[config.mk]
export PLATFORM = sky130hd
export DESIGN_NAME = cp0_ctrl
export DESIGN_NICKNAME = d
export VERILOG_FILES = /design/src/rtl/cp0_ctrl_pkg.sv /design/src/rtl/cp0_ctrl_timer.sv /design/src/rtl/cp0_ctrl.sv
export SDC_FILE = /design/constraint.sdc
export NUM_CORES = 1
export LEC_CHECK = 0
export ABC_AREA = 1
export BUFFER_PORTS_ARGS = -buffer_cell sky130_fd_sc_hd__buf_2
export CELL_PAD_IN_SITES_DETAIL_PLACEMENT = 1
export CELL_PAD_IN_SITES_GLOBAL_PLACEMENT = 2
export CORE_ASPECT_RATIO = 1.1
export CORE_MARGIN = 4
export CORE_UTILIZATION = 30
export CTS_CLUSTER_DIAMETER = 100
export DETAILED_ROUTE_END_ITERATION = 7
export HOLD_SLACK_MARGIN = 0.08
export PLACE_DENSITY = 0.95
export SLEW_MARGIN = 20
export SYNTH_ARGS = -nofsm -noshare
export SYNTH_HDL_FRONTEND = slang
export SYNTH_SLANG_ARGS = --single-unit
[constraint.sdc]
create_clock -name clk -period 3.2 [get_ports clk]
set_input_delay 0.64 -clock clk [delete_from_list [all_inputs] [get_ports clk]]
set_output_delay 0.64 -clock clk [all_outputs]
set_load 0.02 [all_outputs]
[src/rtl/cp0_ctrl_pkg.sv]
// ---------------------------------------------------------------------------
// cp0_ctrl_pkg
// Shared definitions for the coprocessor-0 control block: register numbers,
// exception codes, reset constants and Status/Cause field positions.
// ---------------------------------------------------------------------------
package cp0_ctrl_pkg;

   // Architectural register width; only 32 is supported.
   localparam int CP0_W = 32;

   // mtc0/mfc0 register numbers.
   typedef enum logic [4:0] {
      CP0_BADVADDR = 5'd8,
      CP0_COUNT    = 5'd9,
      CP0_COMPARE  = 5'd11,
      CP0_STATUS   = 5'd12,
      CP0_CAUSE    = 5'd13,
      CP0_EPC      = 5'd14,
      CP0_PRID     = 5'd15,
      CP0_CONFIG   = 5'd16
   } cp0_reg_e;

   // Exception codes that need special handling.
   localparam logic [4:0] EXC_INT  = 5'd0;
   localparam logic [4:0] EXC_ADEL = 5'd4;
   localparam logic [4:0] EXC_ADES = 5'd5;

   // Reset values.
   localparam logic [CP0_W-1:0] STATUS_RST = 32'h1000_0000;
   localparam logic [CP0_W-1:0] CONFIG_RST = 32'h0000_8000;

   // Status field positions.
   localparam int STATUS_IE    = 0;
   localparam int STATUS_EXL   = 1;
   localparam int STATUS_IM_LO = 8;

   // Cause field positions.
   localparam int CAUSE_BD      = 31;
   localparam int CAUSE_IV      = 23;
   localparam int CAUSE_WP      = 22;
   localparam int CAUSE_IP_LO   = 8;
   localparam int CAUSE_HWIP_LO = 10;
   localparam int CAUSE_EXC_LO  = 2;

   // Cause bits that software may write: IV, WP and the two software IP bits.
   localparam logic [CP0_W-1:0] CAUSE_WMASK = 32'h00C0_0300;

   // Address-error exceptions are the only ones that capture BadVAddr.
   function automatic logic is_addr_exc(input logic [4:0] code);
      return (code == EXC_ADEL) || (code == EXC_ADES);
   endfunction

endpackage

[src/rtl/cp0_ctrl_timer.sv]
// ---------------------------------------------------------------------------
// cp0_timer
// Count/Compare timer with a sticky timer interrupt.
//   clk, rst      : clock, synchronous active-high reset
//   cnt_we_i      : mtc0 write to Count (wins over increment, restarts divider)
//   cmp_we_i      : mtc0 write to Compare (clears the timer interrupt)
//   wdata_i       : mtc0 write data
//   count_o       : current Count
//   compare_o     : current Compare
//   timer_int_o   : sticky timer interrupt
// ---------------------------------------------------------------------------
module cp0_timer
   import cp0_ctrl_pkg::*;
#(
   parameter int CNT_DIV = 1
) (
   input  logic             clk,
   input  logic             rst,
   input  logic             cnt_we_i,
   input  logic             cmp_we_i,
   input  logic [CP0_W-1:0] wdata_i,
   output logic [CP0_W-1:0] count_o,
   output logic [CP0_W-1:0] compare_o,
   output logic             timer_int_o
);

   logic [CP0_W-1:0] count_q, count_d;
   logic [CP0_W-1:0] compare_q, compare_d;
   logic             phase_q, phase_d;
   logic             timer_q, timer_d;
   logic             tick;
   logic             match;

   always_comb begin
      // NOTE: every variable gets a default first so always_comb cannot infer a latch.
      tick      = (CNT_DIV == 1) ? 1'b1 : phase_q;
      phase_d   = (CNT_DIV == 2) ? ~phase_q : 1'b0;
      count_d   = tick ? count_q + 1'b1 : count_q;
      compare_d = compare_q;
      match     = (count_q == compare_q) && (compare_q != '0);

      if (cnt_we_i) begin
         count_d = wdata_i;
         phase_d = 1'b0;
      end

      if (cmp_we_i) begin
         compare_d = wdata_i;
      end

      // Sticky once set; a Compare write clears it even in the match cycle.
      timer_d = (timer_q | match) & ~cmp_we_i;
   end

   always_ff @(posedge clk) begin
      // NOTE: non-blocking assignments so every flop samples pre-edge values.
      if (rst) begin
         count_q   <= '0;
         compare_q <= '0;
         phase_q   <= 1'b0;
         timer_q   <= 1'b0;
      end else begin
         count_q   <= count_d;
         compare_q <= compare_d;
         phase_q   <= phase_d;
         timer_q   <= timer_d;
      end
   end

   assign count_o     = count_q;
   assign compare_o   = compare_q;
   assign timer_int_o = timer_q;

endmodule

[src/rtl/cp0_ctrl.sv]
// ---------------------------------------------------------------------------
// cp0_ctrl
// Coprocessor-0 control: Status/Cause/EPC/BadVAddr state, mtc0/mfc0 access,
// exception and eret commit, interrupt request generation.
//   clk, rst            : clock, synchronous active-high reset
//   int_i               : external interrupt levels -> Cause.IP[10 +: NUM_HW_INT]
//   we_i/waddr_i/wdata_i: mtc0 write port
//   raddr_i/rdata_o     : mfc0 read port (combinational, no write bypass)
//   exc_*_i             : exception commit (code, PC, delay slot, bad address)
//   eret_i              : eret commit
//   int_req_o           : interrupt request to the pipeline
//   timer_int_o         : sticky timer interrupt
//   status_o/cause_o/epc_o : current register values
// ---------------------------------------------------------------------------
module cp0_ctrl
   import cp0_ctrl_pkg::*;
#(
   parameter int                DATA_W     = 32,
   parameter int                NUM_HW_INT = 6,
   parameter int                TIMER_LINE = 5,
   parameter int                CNT_DIV    = 1,
   parameter logic [DATA_W-1:0] PRID_VAL   = 32'h0000_0000
) (
   input  logic                  clk,
   input  logic                  rst,
   input  logic [NUM_HW_INT-1:0] int_i,
   input  logic                  we_i,
   input  logic [4:0]            waddr_i,
   input  logic [DATA_W-1:0]     wdata_i,
   input  logic [4:0]            raddr_i,
   output logic [DATA_W-1:0]     rdata_o,
   input  logic                  exc_valid_i,
   input  logic [4:0]            exc_code_i,
   input  logic [DATA_W-1:0]     exc_pc_i,
   input  logic                  exc_bd_i,
   input  logic [DATA_W-1:0]     exc_badvaddr_i,
   input  logic                  eret_i,
   output logic                  int_req_o,
   output logic                  timer_int_o,
   output logic [DATA_W-1:0]     status_o,
   output logic [DATA_W-1:0]     cause_o,
   output logic [DATA_W-1:0]     epc_o
);

   localparam logic [5:0] TIMER_MASK = 6'(1) << TIMER_LINE;

   logic [DATA_W-1:0] status_q, status_d;
   logic [DATA_W-1:0] cause_q, cause_d;
   logic [DATA_W-1:0] epc_q, epc_d;
   logic [DATA_W-1:0] badvaddr_q, badvaddr_d;
   logic [DATA_W-1:0] count, compare;
   logic              timer_int;
   logic [5:0]        hw_ip;
   logic              exl;
   logic              wr_status, wr_cause, wr_epc;

   assign exl       = status_q[STATUS_EXL];
   assign wr_status = we_i && (waddr_i == CP0_STATUS);
   assign wr_cause  = we_i && (waddr_i == CP0_CAUSE);
   assign wr_epc    = we_i && (waddr_i == CP0_EPC);

   cp0_timer #(
      .CNT_DIV (CNT_DIV)
   ) u_timer (
      .clk         (clk),
      .rst         (rst),
      .cnt_we_i    (we_i && (waddr_i == CP0_COUNT)),
      .cmp_we_i    (we_i && (waddr_i == CP0_COMPARE)),
      .wdata_i     (wdata_i),
      .count_o     (count),
      .compare_o   (compare),
      .timer_int_o (timer_int)
   );

   always_comb begin
      // Hardware IP bits: zero-extended int_i, timer ORed onto its line.
      hw_ip = 6'(int_i) | (timer_int ? TIMER_MASK : 6'b0);

      // Assignment order encodes priority: exception > eret > mtc0.
      status_d = status_q;
      if (wr_status) status_d = wdata_i;
      if (eret_i) status_d[STATUS_EXL] = 1'b0;
      if (exc_valid_i) status_d[STATUS_EXL] = 1'b1;

      cause_d = cause_q;
      if (wr_cause) cause_d = (cause_q & ~CAUSE_WMASK) | (wdata_i & CAUSE_WMASK);
      cause_d[CAUSE_HWIP_LO +: 6] = hw_ip;
      if (exc_valid_i) begin
         cause_d[CAUSE_EXC_LO +: 5] = exc_code_i;
         // A nested exception keeps the original BD/EPC of the outer one.
         if (!exl) cause_d[CAUSE_BD] = exc_bd_i;
      end

      epc_d = epc_q;
      if (wr_epc) epc_d = wdata_i;
      if (exc_valid_i && !exl) epc_d = exc_bd_i ? exc_pc_i - 32'd4 : exc_pc_i;

      badvaddr_d = badvaddr_q;
      if (exc_valid_i && is_addr_exc(exc_code_i)) badvaddr_d = exc_badvaddr_i;
   end

   always_ff @(posedge clk) begin
      if (rst) begin
         status_q   <= STATUS_RST;
         cause_q    <= '0;
         epc_q      <= '0;
         badvaddr_q <= '0;
      end else begin
         status_q   <= status_d;
         cause_q    <= cause_d;
         epc_q      <= epc_d;
         badvaddr_q <= badvaddr_d;
      end
   end

   // Read mux works on current register state; writes land next cycle.
   always_comb begin
      rdata_o = '0;
      case (raddr_i)
         CP0_BADVADDR: rdata_o = badvaddr_q;
         CP0_COUNT:    rdata_o = count;
         CP0_COMPARE:  rdata_o = compare;
         CP0_STATUS:   rdata_o = status_q;
         CP0_CAUSE:    rdata_o = cause_q;
         CP0_EPC:      rdata_o = epc_q;
         CP0_PRID:     rdata_o = PRID_VAL;
         CP0_CONFIG:   rdata_o = CONFIG_RST;
         default:      rdata_o = '0;
      endcase
   end

   assign int_req_o = (|(cause_q[CAUSE_IP_LO +: 8] & status_q[STATUS_IM_LO +: 8]))
                      & status_q[STATUS_IE] & ~exl;

   assign timer_int_o = timer_int;
   assign status_o    = status_q;
   assign cause_o     = cause_q;
   assign epc_o       = epc_q;

endmodule

# Yosys cells after proc, flatten, opt, wreduce, memory -nomap -nowiden
# Cells that the tools add are included.
# totals
register_bits	193
input_bits	123
output_inout_bits	130
# classes
addsub	2
eq_ne	15
mux	13
bitwise_logic	9
reduce_logical	15
# op_table
cell	count
32-bit one-hot mux with 7 select lines	1
32-bit 2-to-1 mux	5
5-bit by 4-bit == test with 1-bit output (second input constant)	11
32-bit by 1-bit adder with 32-bit output (second input constant)	1
32-bit == test	1
32-bit by 24-bit bitwise OR with 32-bit output	1
32-bit nonzero test	1
32-bit by 3-bit subtractor with 32-bit output (second input constant)	1
5-bit by 3-bit == test with 1-bit output (second input constant)	2
8-bit AND	1
1-bit logical AND	8
8-bit OR reduction	1
6-bit 2-to-1 mux	1
6-bit bitwise OR	1
5-bit == test (second input constant)	1
5-bit 2-to-1 mux	1
1-bit 2-to-1 mux	4
2-bit nonzero test	2
1-bit AND	3
3-bit nonzero test	1
2-bit 2-to-1 mux	1
1-bit inverter	2
1-bit zero test	1
1-bit logical OR	1
1-bit bitwise OR	1

# Logic depth before layout (Yosys ltp)
# depth
depth_word	5
ltp_mapped	13
ltp_nobuf	13

# Cells and area by module
# Synthesis repeated with hierarchy kept, for this count alone.
# unflattened
cells_unflattened	1572
hier_area_um2	10093.4
# by_module_without_submodules
module	instances	cells_per_inst	area_each_um2	seq_area_each_um2
cp0_ctrl	1	986	6351.1	2242.2
cp0_timer	1	586	3742.3	1301.2

# Worst setup path before layout
# OpenSTA, ideal clock, no wires.
# synth_timing
path_type	input-to-output
startpoint	in raddr_i[4]
endpoint	out rdata_o[25]
t_arrival_ns	1.675
t_required_ns	2.560
path_slack_ns	0.885
cell_stages	10
path_buffers	1
path_cell_list	inv_1 -> nand3_1 -> inv_1 -> nand3_1 -> inv_1 -> clkbuf_1 -> nand2_1 -> o21ai_0 -> a21oi_1 -> nand3_1
# synth_via
elab_chain_len	2
# synth_lines
item	line	text
start: declaration	cp0_ctrl.sv:30	input logic [4:0] raddr_i,
5-bit == test / 5-bit by 4-bit == test with 1-bit output (equally long branches)	cp0_ctrl.sv:119	case (raddr_i)
32-bit one-hot mux with 7 select lines *	cp0_ctrl.sv:119	
end: declaration	cp0_ctrl.sv:31	output logic [DATA_W-1:0] rdata_o,
# Mark *: on every way between the ends. The rest lies on a longest branch, timed or not.

# Worst setup path in the final report
# layout_timing
startpoint	in raddr_i[4]
endpoint	out rdata_o[20]
# The elaborated chain is that of the path after synthesis.

==> impl_summary.log <==
INFO  metric dp_hpwl = 35,500 um
INFO  metric dieArea = 0.0361 mm2
INFO  metric first_global_vias = 11,600
INFO  metric setup-tns-final = 0 ns
INFO  metric globalRouteOverflowTotal = 0
INFO  metric timing.critical_path.cells = buf_2 -> inv_1 -> nand3_1 -> inv_1 -> nand3_1 -> inv_1 -> a221oi_1 -> o21ai_0 -> buf_2
INFO  metric cts_htree_levels = 4
INFO  metric flip_flop_and_latch_count_after_synthesis = 177
INFO  metric setup_viol_count_final = 0
INFO  metric postCtsSetupRepairBufs = 0
INFO  metric fp.dieH = 199 um
INFO  metric timing.hold.worst.start = int_i[1]
INFO  metric clock_pin_slew_on_the_worst_setup_and_hold_paths = 0.07 ns
INFO  metric final_critical_path_setup_slack = 0.455 ns
INFO  metric fmax = 364 MHz
INFO  metric ctsResizeCount = 0
INFO  metric synth_enable_flop_cells = 0
INFO  metric slew_headroom = 40.8%
INFO  metric cts_hold_buf = 0
INFO  metric power.density = 429 mW/mm2
INFO  metric dr_total_vias = 11,500
INFO  metric critical-path-slowest-cell = inv_1
INFO  metric hp-class = in2reg
INFO  metric antenna_found_initial = 0
INFO  metric num_rows = 69
INFO  metric synth_cells = 1,566
INFO  metric clock_skew = 0.00610 ns
INFO  metric hold-path-cell-count = 3
INFO  metric post_route_cells_drive_above_1_share = 17.7%
INFO  metric report.final.slew_viol_count = 0
INFO  metric timing_worst_slew_pin_value = 0.880 ns
INFO  metric drtAntennaViolNets = 0
INFO  metric cp_data_required_time = 2.56 ns
INFO  metric synth_area_per_cell = 6.34 um2
INFO  metric rsz0062_at_grt = no
INFO  metric tritoncts = yes
INFO  metric io-pin-count = 253
INFO  metric yosysWarningCount = 0
INFO  metric wl = 44,500 um
INFO  metric r2r-start = u_timer.count_o[0]$_SDFF_PP0_
INFO  metric nets = 1,897
INFO  metric most_frequent_cell_on_the_critical_path = inv_1
INFO  metric fin_total_pwr = 5.20 mW
INFO  metric max_stage_delay_on_crit_path = 0.37 ns
INFO  metric core_area = 0.0325 mm2
INFO  metric placedCellCount = 2,179
INFO  metric drtPass1Iterations = 5
INFO  metric cts.path.max_buffers = 2
INFO  metric synth_top_flop_cell = dfxtp_1
INFO  metric timing.hold.worst_endpoint = cause_o[11]$_SDFF_PP0_
INFO  metric timing.max_cap.violations = 0
INFO  metric gpl.final_weighted_congestion = 0.909
INFO  metric via_per_inst = 5.22
INFO  metric post-route-drc-count = 0
INFO  metric power_leakage = 5.62 nW
INFO  metric timing.critical_path.arrival = 2.11 ns
INFO  metric yosys.cell_types.count = 45
INFO  metric mappedNetlistArea = 0.00993 mm2
INFO  metric clk_latency = 0.43 ns
INFO  metric initial_core_util = 30.6%
INFO  metric timing.hold.ws = 0.400 ns
INFO  metric setup.reg_to_reg.worst_slack = 0.89 ns
INFO  metric run_status = finished clean
INFO  metric min_period_over_period = 85.8%
INFO  metric place.port_buffers = 236
INFO  metric timing.reg2reg.worst_path_depth = 8
INFO  metric preCtsSetupSlack = 0.466 ns
INFO  metric critical_path_class = in2out
INFO  metric cp_num_buf_inv = 5
INFO  metric dieWidth = 181 um
INFO  metric global_route_wire_length_before_repair = 67,200 um
INFO  metric crit_path_start = raddr_i[4]
INFO  metric area_growth_syn_to_layout = 21.9%
INFO  metric hold_viol_final = 0
INFO  metric worst_ir_drop_vdd = 241 uV
INFO  metric cts-buffers-inserted = 17
INFO  metric setup.worst_path.start_class = primary input
INFO  metric wl_per_cell = 20.1 um
INFO  metric pin_count_of_the_biggest_net_entering_global_routing = 144
INFO  metric final_period_minus_worst_setup_slack = 2.75 ns
INFO  metric stdcell_count = 2,210
INFO  metric critical_path_end_type = output pin
INFO  metric crit_family = buffers and inverters
INFO  metric critical_path.reg2reg.endpoint = u_timer.count_o[28]$_SDFF_PP0_
INFO  metric clk_root_buffer_cell = clkbuf_16
INFO  metric critPathMaxFanout = 12
INFO  metric tritoncts_num_sinks = 177
INFO  metric detail_route.iter0.violations = 957
INFO  metric synth_async_reset_ratio = 0%
INFO  metric part_of_the_yosys_area_used_for_sequential_elements = 35.7%
INFO  metric grtUsageTotal = 23.8%
-- report_power, final --
group          internal (mW)  total (mW)  switching [mW]
Combinational          0.203       0.648           0.446
Clock                   1.26        2.20           0.932
Sequential              2.27        2.35          0.0807
Total                   3.74        5.20            1.46
-- tightest hold or removal path, delay by kind of cell --
family        cells  cell delay, ns
simple gates      1            0.06
buf+inv           2            0.10
-- how the worst max path moves through the flow --
stage,endpoint,slack (ns),depth (start not counted)
floorplan,rdata_o[25],0.89,10
global placement,rdata_o[20],0.47,9
detailed placement,rdata_o[20],0.47,9
CTS,rdata_o[20],0.46,9
global route,rdata_o[1],0.31,11
finish,rdata_o[20],0.45,9
-- layer usage --
metal  GRT usage (%)  part of all wire, %  vias to the layer above
met5               0                    0                        -
met4            7.67                  3.1                        0
met3            3.31                  6.2                       67
met2            40.7                   48                      410
met1            31.2                   43                     5574
li1                -                    -                     5492
-- sequential cells by signal (all words and copies together) (netlist names) --
name                 flops
cause_o                 16
u_timer.count_o         32
badvaddr_q              32
u_timer.timer_int_o      1
status_o                32
u_timer.compare_o       32
epc_o                   32
-- Yosys cell counts, types with 2 or more instances --
library cell | count | area share [%]
xor2_1 | 21 | 1.9
inv_2 | 5 | 0.19
a31oi_1 | 11 | 0.69
ha_1 | 2 | 0.25
o2111ai_1 | 3 | 0.26
o21ai_1 | 3 | 0.15
or2_2 | 3 | 0.19
o21ai_0 | 164 | 8.3
nor2_4 | 3 | 0.34
buf_1 | 3 | 0.11
xnor2_1 | 5 | 0.44
nand3_2 | 3 | 0.30
o211ai_1 | 11 | 0.83
o21bai_1 | 12 | 0.91
dfxtp_1 | 177 | 36
nor3_1 | 18 | 0.91
o22ai_1 | 21 | 1.3
a22oi_1 | 3 | 0.23
buf_4 | 16 | 1.2
nand4_1 | 42 | 2.6
and2_1 | 3 | 0.19
inv_1 | 178 | 6.7
buf_2 | 11 | 0.55
nor3_2 | 3 | 0.30
nor2_1 | 214 | 8.1
nand2_2 | 3 | 0.19
nand2_1 | 354 | 13
nor2_2 | 7 | 0.44
clkbuf_1 | 53 | 2.0
nand3_1 | 83 | 4.2
a221oi_1 | 3 | 0.26
a21oi_1 | 115 | 5.8
-- layout by cell type, fill, tap and decap left out, types with 7 or more instances in the layout --
cell type    n
clkbuf_16   17
nor3_1      18
inv_1      177
a31oi_1     11
nand3_1     82
buf_4       18
a21oi_1    115
conb_1      16
xor2_1      21
o211ai_1    11
nor2_2       7
buf_2      236
o22ai_1     21
o21bai_1    12
nand4_1     42
nand2_1    354
nor2_1     214
dfxtp_1    177
o21ai_0    164
-- stage by stage --
stage,utilization (%),instance area [um2]
2_1_floorplan,-,9990
3_3_place_gp,35.5,11500
3_5_place_dp,35.5,11500
4_1_cts,37.3,12100
5_1_grt,37.3,12100
6_report,37.3,12100
-- logic make-up (layout without fill, tap and decap cells) --
kind of cell | Yosys count | after routing | synth area share, %
buffers and inverters | 267 | 469 | 10.8
DFF | 177 | 177 | 35.7
AOI/OAI and AO/OA | 352 | 352 | 19.2
xor gates and xnor gates | 26 | 26 | 2.29
other | 1 | 17 | 0.0378
adders and majority gates | 2 | 2 | 0.252
and+or+nand+nor | 741 | 741 | 31.7
-- final cells by class --
cell class | instances | area (um2)
clock buffer | 21 | 460
inverter | 183 | 688
clock inverter | 9 | 134
sequential | 177 | 3540
antenna | 1 | 2.50
fill | 4352 | 20400
multi-input combinational | 1137 | 5390
tap | 426 | 533
timing repair buffer | 256 | 1360
Note: power is estimated with default switching activity, not from simulation.
